### src/rtl/round_decrypt_pkg.sv
// Shared definitions for the SPECK single-round decryption engine:
// default word/rotate widths and the FSM state encoding.
package round_decrypt_pkg;

    localparam int DEFAULT_BLOCK_SIZE     = 32;
    localparam int DEFAULT_SHIFT_WIDTH_P0 = 8;
    localparam int DEFAULT_SHIFT_WIDTH_P1 = 3;

    // Codes 8..15 are unused; the FSM recovers from them to WAIT_FOR_START_DECRYPT.
    typedef enum logic [3:0] {
        WAIT_FOR_START_DECRYPT = 4'd0,
        ASSIGN_DECRYPT         = 4'd1,
        XOR_P0_P1_DECRYPT      = 4'd2,
        ROTATE_XOR_SUBKEY      = 4'd3,
        SUBTRACT_DECRYPT       = 4'd4,
        ROTATE_P0_DECRYPT      = 4'd5,
        RESULT_DECRYPT         = 4'd6,
        DONE_DECRYPT           = 4'd7
    } state_t;

    localparam logic [3:0] MAX_STATE_DECRYPT = 4'd7;

endpackage

### src/rtl/round_decrypt.sv
// Inverts one SPECK encryption round over several cycles:
// p1 = ROR(c1 ^ c0, beta); p0 = ROL((c0 ^ subkey) - p1, alpha).
module round_decrypt
    import round_decrypt_pkg::*;
#(
    parameter int BLOCK_SIZE     = DEFAULT_BLOCK_SIZE,
    parameter int SHIFT_WIDTH_P0 = DEFAULT_SHIFT_WIDTH_P0,
    parameter int SHIFT_WIDTH_P1 = DEFAULT_SHIFT_WIDTH_P1
) (
    input  logic                      clk,
    input  logic                      rst,
    input  logic [BLOCK_SIZE-1:0]     subkey,
    input  logic [2*BLOCK_SIZE-1:0]   ciphertext,
    input  logic                      signal_start,
    output logic [2*BLOCK_SIZE-1:0]   plaintext,
    output logic                      finished,
    output logic [3:0]                state_response
);

    function automatic logic [BLOCK_SIZE-1:0] shift_left(input logic [BLOCK_SIZE-1:0] value,
                                                         input int unsigned amount);
        return (value << amount) | (value >> (BLOCK_SIZE - amount));
    endfunction

    function automatic logic [BLOCK_SIZE-1:0] shift_right(input logic [BLOCK_SIZE-1:0] value,
                                                          input int unsigned amount);
        return (value >> amount) | (value << (BLOCK_SIZE - amount));
    endfunction

    state_t                    state, state_next;
    logic [BLOCK_SIZE-1:0]     p0, p0_next;
    logic [BLOCK_SIZE-1:0]     p1, p1_next;
    logic [BLOCK_SIZE-1:0]     subkey_r, subkey_r_next;
    logic [2*BLOCK_SIZE-1:0]   plaintext_next;
    logic                      finished_next;

    always_comb begin
        // NOTE: every output gets a hold-value default first, so no path leaves a latch.
        state_next     = state;
        p0_next        = p0;
        p1_next        = p1;
        subkey_r_next  = subkey_r;
        plaintext_next = plaintext;
        finished_next  = finished;

        case (state)
            WAIT_FOR_START_DECRYPT: begin
                finished_next = 1'b0;
                if (signal_start) state_next = ASSIGN_DECRYPT;
            end
            ASSIGN_DECRYPT: begin
                p0_next       = ciphertext[BLOCK_SIZE-1:0];
                p1_next       = ciphertext[2*BLOCK_SIZE-1:BLOCK_SIZE];
                subkey_r_next = subkey;
                state_next    = XOR_P0_P1_DECRYPT;
            end
            XOR_P0_P1_DECRYPT: begin
                p1_next    = p0 ^ p1;
                state_next = ROTATE_XOR_SUBKEY;
            end
            ROTATE_XOR_SUBKEY: begin
                p1_next    = shift_right(p1, SHIFT_WIDTH_P1);
                p0_next    = p0 ^ subkey_r;
                state_next = SUBTRACT_DECRYPT;
            end
            SUBTRACT_DECRYPT: begin
                p0_next    = p0 - p1;
                state_next = ROTATE_P0_DECRYPT;
            end
            ROTATE_P0_DECRYPT: begin
                p0_next    = shift_left(p0, SHIFT_WIDTH_P0);
                state_next = RESULT_DECRYPT;
            end
            RESULT_DECRYPT: begin
                plaintext_next = {p1, p0};
                finished_next  = 1'b1;
                state_next     = DONE_DECRYPT;
            end
            DONE_DECRYPT: begin
                // Holding start high keeps us here, so a held request runs only once.
                if (!signal_start) begin
                    finished_next = 1'b0;
                    state_next    = WAIT_FOR_START_DECRYPT;
                end
            end
            default: begin
                finished_next = 1'b0;
                state_next    = WAIT_FOR_START_DECRYPT;
            end
        endcase
    end

    always_ff @(posedge clk) begin
        // NOTE: sequential state uses non-blocking assignments so every register samples pre-edge values.
        if (rst) begin
            state     <= WAIT_FOR_START_DECRYPT;
            p0        <= '0;
            p1        <= '0;
            subkey_r  <= '0;
            plaintext <= '0;
            finished  <= 1'b0;
        end else begin
            state     <= state_next;
            p0        <= p0_next;
            p1        <= p1_next;
            subkey_r  <= subkey_r_next;
            plaintext <= plaintext_next;
            finished  <= finished_next;
        end
    end

    assign state_response = state;

endmodule

### config.mk
export PLATFORM = sky130hd
export DESIGN_NAME = round_decrypt
export DESIGN_NICKNAME = d
export VERILOG_FILES = /design/src/rtl/round_decrypt_pkg.sv /design/src/rtl/round_decrypt.sv
export SDC_FILE = /design/constraint.sdc
export NUM_CORES = 1
export LEC_CHECK = 0
export ABC_CLOCK_PERIOD_IN_PS = 6400
export BUFFER_PORTS_ARGS = -buffer_cell sky130_fd_sc_hd__buf_2
export CAP_MARGIN = 20
export CORE_MARGIN = 3
export CORE_UTILIZATION = 35
export CTS_BUF_LIST = sky130_fd_sc_hd__clkbuf_8
export DETAILED_ROUTE_END_ITERATION = 6
export SLEW_MARGIN = 15
export SYNTH_ARGS = -nofsm -noshare
export SYNTH_HDL_FRONTEND = slang
export SYNTH_SLANG_ARGS = --single-unit
export TNS_END_PERCENT = 100
### constraint.sdc
create_clock -name clk -period 6.4 [get_ports clk]
set_input_delay 0.96 -clock clk [delete_from_list [all_inputs] [get_ports clk]]
set_output_delay 0.96 -clock clk [all_outputs]
set_load 0.005 [all_outputs]
==> results of run 1 <==
state kept, by name, summed over array words and instances, names as in the netlist:
| signal | cells |
|---|---|
| state_response | 3 |
| plaintext | 64 |
| p0 | 32 |
| finished | 1 |
| subkey_r | 32 |
| p1 | 32 |
power by group:
part           leakage (nW)  switching (mW)  internal [mW]
Clock                 0.185           0.414          0.326
Sequential             1.33          0.0998           1.08
Combinational          2.84           0.632          0.424
Total                  4.36            1.15           1.83
worst max-delay path: stages (launching register included):
cell	delay [ns]
sky130_fd_sc_hd__dfxtp_2	0.33
sky130_fd_sc_hd__buf_4	0.66
sky130_fd_sc_hd__and2_0	0.49
sky130_fd_sc_hd__nand2b_4	0.17
sky130_fd_sc_hd__nand2_1	0.44
sky130_fd_sc_hd__nor3_1	0.09
sky130_fd_sc_hd__a211oi_1	0.32
sky130_fd_sc_hd__nand2_1	0.21
sky130_fd_sc_hd__nor3_1	0.25
sky130_fd_sc_hd__nor3_1	0.08
sky130_fd_sc_hd__nand2_1	0.07
area by class of cell:
cell class                 count  area (µm²)
fill                        2892       16100
clock inverter                13         110
sequential                   164        3290
multi-input combinational    998        5690
tap                          341         427
clock buffer                  19         262
inverter                      49         184
timing repair buffer         177         940
routing by layer:
layer  part of all wire (%)  up-vias
li1                       -     4681
met1                     47     4422
met2                     44      357
met3                    6.8       54
met4                    2.4        0
met5                      0        -
through the flow:
step                      utilization (%)  instance area [µm²]
after floorplan                         -                 9610
after global placement               38.9                10500
after detailed placement             38.9                10500
after CTS                            40.3                10900
after global routing                 40.4                10900
final                                40.4                10900
cell families after synthesis:
family          count (synthesis)  share of synthesized area [%]
compound gates                402                           25.1
flops                         164                           34.2
other cells                     1                         0.0390
mux                            35                           4.05
buf+inv                       145                           6.72
simple gates                  475                           20.8
fa+ha+maj                      33                           4.38
xor+xnor                       52                           4.74
final timing paths:
path | start | endpoint | slack (ns) | depth (start not counted)
worst min-delay path | plaintext[24] | plaintext[24] | 0.45 | 2
worst max register to register | state_response[1] | p0[31] | 3.23 | 10
worst min register to register | plaintext[24] | plaintext[24] | 0.45 | 2
worst max-delay path | state_response[1] | p0[31] | 3.23 | 10
placed cells by master, fill, tap and decap left out, drive strengths merged, types with 6 or more instances in the layout:
| master | instances |
|---|---|
| dfxtp | 164 |
| nand3 | 8 |
| a211oi | 12 |
| o211ai | 7 |
| mux2 | 31 |
| clkbuf | 19 |
| o21a | 6 |
| clkinv | 6 |
| nor2 | 152 |
| a31oi | 17 |
| nand2b | 12 |
| ha | 32 |
| a311oi | 7 |
| nor3 | 23 |
| xor2 | 16 |
| nand2 | 242 |
| a21o | 18 |
| xnor2 | 36 |
| buf | 177 |
| o21ai | 30 |
| a21oi | 262 |
| inv | 51 |
==> impl_table.tex, run 1 <==
\begin{tabular}{lr}
\hline
Metric & Value \\
\hline
\multicolumn{2}{l}{\textbf{Outcome}} \\
Status & complete, no violations \\
\multicolumn{2}{l}{\textbf{Detailed routing}} \\
DRC violation count after routing & 0 \\
Detailed router's first-iteration violation count & 735 \\
Vias & 9514 \\
Total Routed Length & 33.4 mm \\
Number of detailed-routing iterations run before antenna repair & 5 \\
Post-route antenna net violation count & 0 \\
Vias per cell & 5.40 \\
DR WL/cell & 19.0 µm \\
\multicolumn{2}{l}{\textbf{Floorplanning}} \\
Width of the die & 172 µm \\
Boundary Pins & 168 \\
Standard cell core area & 27000 µm² \\
Die outline height & 172 µm \\
Total number of placement rows & 60 \\
Initial core utilization & 35.6\% \\
Die outline area & 29500 µm² \\
\multicolumn{2}{l}{\textbf{Synth}} \\
Flip-flop and latch count after synthesis & 164 \\
Library cell with the highest instance count after synthesis & sky130\_fd\_sc\_hd\_\_a21oi\_1 \\
Nets in the synthesized netlist & 1439 \\
Number of flops mapped to enable cells by yosys & 0 \\
Sequential element share of the synthesized area & 34.2\% \\
Fraction of registers with async set/reset & 0\% \\
Post-synth top area cell & sky130\_fd\_sc\_hd\_\_dfxtp\_1 \\
Distinct cell type count after synthesis & 81 \\
Gate count of the mapped netlist & 1307 \\
Most frequent cells after synthesis & sky130\_fd\_sc\_hd\_\_a21oi\_1, sky130\_fd\_sc\_hd\_\_nand2\_1, sky130\_fd\_sc\_hd\_\_dfxtp\_1, sky130\_fd\_sc\_hd\_\_nor2\_1, sky130\_fd\_sc\_hd\_\_clkbuf\_1 \\
Main flop type after synthesis & sky130\_fd\_sc\_hd\_\_dfxtp\_1 \\
Total of warnings raised by yosys & 0 \\
Share of the synthesized area in the top cell type & 34.2\% \\
Mapped Area & 9610 µm² \\
Mean area per synthesized cell & 7.35 µm² \\
Leading cell types by total area after synthesis & sky130\_fd\_sc\_hd\_\_dfxtp\_1, sky130\_fd\_sc\_hd\_\_a21oi\_1, sky130\_fd\_sc\_hd\_\_nand2\_1 \\
\multicolumn{2}{l}{\textbf{GRT}} \\
Pin count of the biggest net entering global routing & 101 \\
Met3 demand-to-capacity share in global routing & 3.68\% \\
Met2 Use GR & 34.2\% \\
Antenna violations before repair & 0 \\
Busiest layer in global routing & met2 \\
Via count of the first global-routing pass & 8860 \\
Total congestion overflow after global routing & 0 \\
Global-route wire length before repair & 50.8 mm \\
Global router's overall resource usage & 22.1\% \\
Routing usage on met1 & 31.7\% \\
\multicolumn{2}{l}{\textbf{Timing}} \\
Accumulated negative setup slack & 0 ns \\
Final period utilization & 49.5\% \\
Final Hold Fails & 0 \\
Number of max-slew violations in the final report & 0 \\
Unrepaired setup endpoints after global routing & false \\
Slack of the critical path & 3.23 ns \\
Worst hold slack after final layout & 0.454 ns \\
Final Setup Violations & 0 \\
F\_max & 315 MHz \\
Relative slew slack & 40.4\% \\
Max Clock Skew & 0.0131 ns \\
Measured slew at the worst slew-check pin & 0.894 ns \\
Min Clock Period, post-route & 3.17 ns \\
\multicolumn{2}{l}{\textbf{Clock tree}} \\
CTS H-tree depth & 4 \\
Number of post-CTS setup repair buffers & 0 \\
Root Driver & sky130\_fd\_sc\_hd\_\_clkbuf\_8 \\
CTS-repair resized insts & 0 \\
Reg clk slew, reported paths & 0.09 ns \\
Sinks on the clock net & 164 \\
CTS Hold Bufs & 0 \\
Deepest clock path buffer count & 2 \\
Clock buffers created by TritonCTS & 17 \\
Clock network latency to the later pin of the worst-skew pair & 0.46 ns \\
TritonCTS clock tree & done \\
\multicolumn{2}{l}{\textbf{Finish}} \\
Net count, final & 1539 \\
Antenna diode count & 0 \\
Syn-to-layout area delta & 13.4\% \\
Non-Filler Instances & 1761 \\
Share of cells above drive strength 1 & 19.2\% \\
\multicolumn{2}{l}{\textbf{Placed design}} \\
RePlAce Congestion & 0.931 \\
Placed wire-length estimate & 23.8 mm \\
Number of placed instances with taps included & 1728 \\
Port-buffer cells & 166 \\
Placement Setup Slack & 3.32 ns \\
\multicolumn{2}{l}{\textbf{Power}} \\
Leakage & 4.36 nW \\
Worst vdd ir & 0.118 mV \\
Pwr Density & 273 nW/µm² \\
Overall Power & 2.97 mW \\
\multicolumn{2}{l}{\textbf{Critical path}} \\
Arrival time at the worst endpoint & 3.58 ns \\
Kind of start point of the critical path & flip-flop \\
Setup crit end kind & flip-flop \\
Critical Path Fanout Max & 69 \\
Required time of the worst setup path & 6.80 ns \\
Worst Setup Path Type & flip-flop to flip-flop \\
\multicolumn{2}{l}{\textbf{Job}} \\
Max-cap viol count & 0 \\
\multicolumn{2}{l}{\textbf{Min path}} \\
Kind of path behind the tightest hold check & flip-flop to flip-flop \\
\hline
\end{tabular}
Note: power is estimated with default switching activity, not from simulation.
==> run 2, diff against run 1 <==
--- a/config.mk
+++ b/config.mk
@@ -5,7 +5,7 @@
 export SDC_FILE = /design/constraint.sdc
 export NUM_CORES = 1
 export LEC_CHECK = 0
-export ABC_CLOCK_PERIOD_IN_PS = 6400
+export ABC_CLOCK_PERIOD_IN_PS = 2840
 export BUFFER_PORTS_ARGS = -buffer_cell sky130_fd_sc_hd__buf_2
 export CAP_MARGIN = 20
 export CORE_MARGIN = 3
==> constraint.sdc (replaced) <==
create_clock -name clk -period 2.84 [get_ports clk]
set_input_delay 0.426 -clock clk [delete_from_list [all_inputs] [get_ports clk]]
set_output_delay 0.426 -clock clk [all_outputs]
set_load 0.005 [all_outputs]
==> impl_table.tex, run 2 (synthesized netlist as in run 1, its figures left out) <==
\begin{tabular}{lr}
\hline
Metric & Value \\
\hline
\multicolumn{2}{l}{\textbf{Power}} \\
Leakage & 4.59 nW (+5.2\%) \\
Worst vdd ir & 0.288 mV (+140\%) \\
Pwr Density & 603 nW/µm² (+120\%) \\
\multicolumn{2}{l}{\textbf{Clock tree}} \\
CTS Hold Bufs & 0 (unchanged) \\
Root Driver & sky130\_fd\_sc\_hd\_\_clkbuf\_8 \\
Reg clk slew, reported paths & 0.10 ns (about the same) \\
Deepest clock path buffer count & 2 (unchanged) \\
Clock buffers created by TritonCTS & 17 (unchanged) \\
TritonCTS clock tree & done \\
CTS H-tree depth & 4 (unchanged) \\
Sinks on the clock net & 164 (unchanged) \\
Clock network latency to the later pin of the worst-skew pair & 0.47 ns (about the same) \\
\multicolumn{2}{l}{\textbf{Critical path}} \\
Worst flop-to-flop path startpoint & p0[17] \\
Kind of start point of the critical path & flip-flop \\
Worst Setup Path Type & flip-flop to flip-flop \\
Setup crit end kind & flip-flop \\
Critical Path Fanout Max & 8 (-88\%) \\
CP startpoint & p0[17] \\
Arrival time at the worst endpoint & 3.07 ns (-0.51 ns) \\
Required time of the worst setup path & 3.23 ns (-3.57 ns) \\
\multicolumn{2}{l}{\textbf{Floorplanning}} \\
Standard cell core area & 27000 µm² (unchanged) \\
Initial core utilization & 35.6\% (unchanged) \\
Width of the die & 172 µm (unchanged) \\
Die outline area & 29500 µm² (unchanged) \\
Boundary Pins & 168 (unchanged) \\
Die outline height & 172 µm (unchanged) \\
Total number of placement rows & 60 (unchanged) \\
\multicolumn{2}{l}{\textbf{Detailed routing}} \\
Post-route antenna net violation count & 0 (unchanged) \\
Number of detailed-routing iterations run before antenna repair & 5 (unchanged) \\
DR WL/cell & 19.1 µm (+0.44\%) \\
Total Routed Length & 34.4 mm (+3.0\%) \\
Vias per cell & 5.46 (+1.0\%) \\
DRC violation count after routing & 0 (unchanged) \\
Vias & 9853 (+3.6\%) \\
Detailed router's first-iteration violation count & 956 (+30\%) \\
\multicolumn{2}{l}{\textbf{Finish}} \\
Commonest cells after routing, fill and taps aside & sky130\_fd\_sc\_hd\_\_a21oi\_1, sky130\_fd\_sc\_hd\_\_nand2\_1, sky130\_fd\_sc\_hd\_\_buf\_2 \\
Final core area utilization & 41.7\% (+1.3 points) \\
Net count, final & 1585 (+3.0\%) \\
Register name with the most flops & plaintext \\
Number of flip-flops under the largest register name & 64 (unchanged) \\
Share of cells above drive strength 1 & 22.0\% (+2.8 points) \\
Antenna diode count & 0 (unchanged) \\
Most frequent standard cell in the layout excluding fill and tap cells & sky130\_fd\_sc\_hd\_\_a21oi\_1 \\
Syn-to-layout area delta & 17.0\% \\
\multicolumn{2}{l}{\textbf{Min path}} \\
Kind of path behind the tightest hold check & input port to flip-flop \\
Hold Startpoint & subkey[17] \\
\multicolumn{2}{l}{\textbf{Placed design}} \\
RePlAce Congestion & 0.932 (about the same) \\
Placement Setup Slack & 0.0884 ns (-3.24 ns) \\
Placed wire-length estimate & 25.2 mm (+5.9\%) \\
Port-buffer cells & 166 (unchanged) \\
\multicolumn{2}{l}{\textbf{Timing}} \\
Max Clock Skew & 0.0163 ns (+0.00320 ns) \\
Slack of the critical path & 0.154 ns (-3.08 ns) \\
Relative slew slack & 47.0\% (+6.6 points) \\
F\_max & 372 MHz (+18\%) \\
Min Clock Period, post-route & 2.69 ns (-0.484 ns) \\
Final Setup Violations & 0 (unchanged) \\
Measured slew at the worst slew-check pin & 0.790 ns (-0.104 ns) \\
Accumulated negative setup slack & 0 ns (unchanged) \\
Unrepaired setup endpoints after global routing & false \\
Final period utilization & 94.6\% (+45 points) \\
Final Hold Fails & 0 (unchanged) \\
Number of max-slew violations in the final report & 0 (unchanged) \\
\multicolumn{2}{l}{\textbf{GRT}} \\
Global-route wire length before repair & 52.1 mm (+2.5\%) \\
Global router's overall resource usage & 22.8\% (+0.66 points) \\
Pin count of the biggest net entering global routing & 104 (+3.0\%) \\
Via count of the first global-routing pass & 9055 (+2.2\%) \\
Total congestion overflow after global routing & 0 (unchanged) \\
Antenna violations before repair & 0 (unchanged) \\
\multicolumn{2}{l}{\textbf{Outcome}} \\
Status & complete, no violations \\
\multicolumn{2}{l}{\textbf{Job}} \\
Max-cap viol count & 0 (unchanged) \\
\hline
\end{tabular}
==> run 2: cell types whose count changed in the layout (fill, tap and decap cells not counted), sizes merged <==
cell | previous run | this run
inv | 51 | 50
clkinvlp | 4 | 2
clkbuf | 19 | 18
buf | 177 | 223
clkinv | 6 | 8
==> run 2: critical path: stages (launching register included) <==
cell and delay [ns]:
sky130_fd_sc_hd__dfxtp_1 0.46, sky130_fd_sc_hd__ha_1 0.36, sky130_fd_sc_hd__a21oi_1 0.19, sky130_fd_sc_hd__o21a_1 0.18, sky130_fd_sc_hd__o21ai_0 0.16, sky130_fd_sc_hd__a31oi_1 0.29
sky130_fd_sc_hd__a211oi_2 0.14, sky130_fd_sc_hd__o41ai_2 0.35, sky130_fd_sc_hd__a21oi_2 0.11, sky130_fd_sc_hd__xnor2_1 0.14, sky130_fd_sc_hd__a211oi_2 0.21
==> run 2: layout make-up <==
| class | instances | area (µm²) |
|---|---|---|
| well taps | 341 | 427 |
| clock inverters | 12 | 92.6 |
| multi-input cells | 998 | 5720 |
| inverters | 49 | 184 |
| flip-flops and latches | 164 | 3290 |
| clock buffers | 18 | 248 |
| repair buffers | 223 | 1290 |
| fillers | 2857 | 15700 |
==> run 2: final timing paths <==
check                        to  slack [ns]  depth (start not counted)
setup / recovery         p0[29]        0.15                         10
hold / removal     subkey_r[17]        0.19                          3
setup reg to reg         p0[29]        0.15                         10
hold reg to reg   plaintext[13]        0.45                          2
==> run 2: metal layers <==
metal	up-vias	wire [µm]	global-route usage, %
met3	48	2180	3.33
met2	366	15300	35.5
met1	4657	16200	32.8
li1	4782	-	-
met4	0	723	6.40
met5	-	0	0
==> run 2: through the flow <==
stage	power [mW]	area [µm²]	instances	hold slack, ns
after global placement	5.12	10900	1774	0.440
after floorplan	4.44	9610	1307	0.436
after CTS	6.72	11200	1804	0.168
after detailed placement	5.12	10900	1774	0.444
after global routing	7.15	11200	1805	0.183
final	6.78	11200	1805	0.189
==> run 2: timing repair <==
item	4_1_cts	5_1_grt
endpoints found under the setup margin	0	6
setup buffers	0	1
gates resized for setup	0	8
==> run 2: where the power goes <==
| group | internal, mW | leakage, nW | switching (mW) |
|---|---|---|---|
| registers | 2.43 | 1.33 | 0.183 |
| clock network | 0.692 | 0.181 | 0.915 |
| logic | 1.07 | 3.07 | 1.48 |
| total | 4.20 | 4.59 | 2.58 |
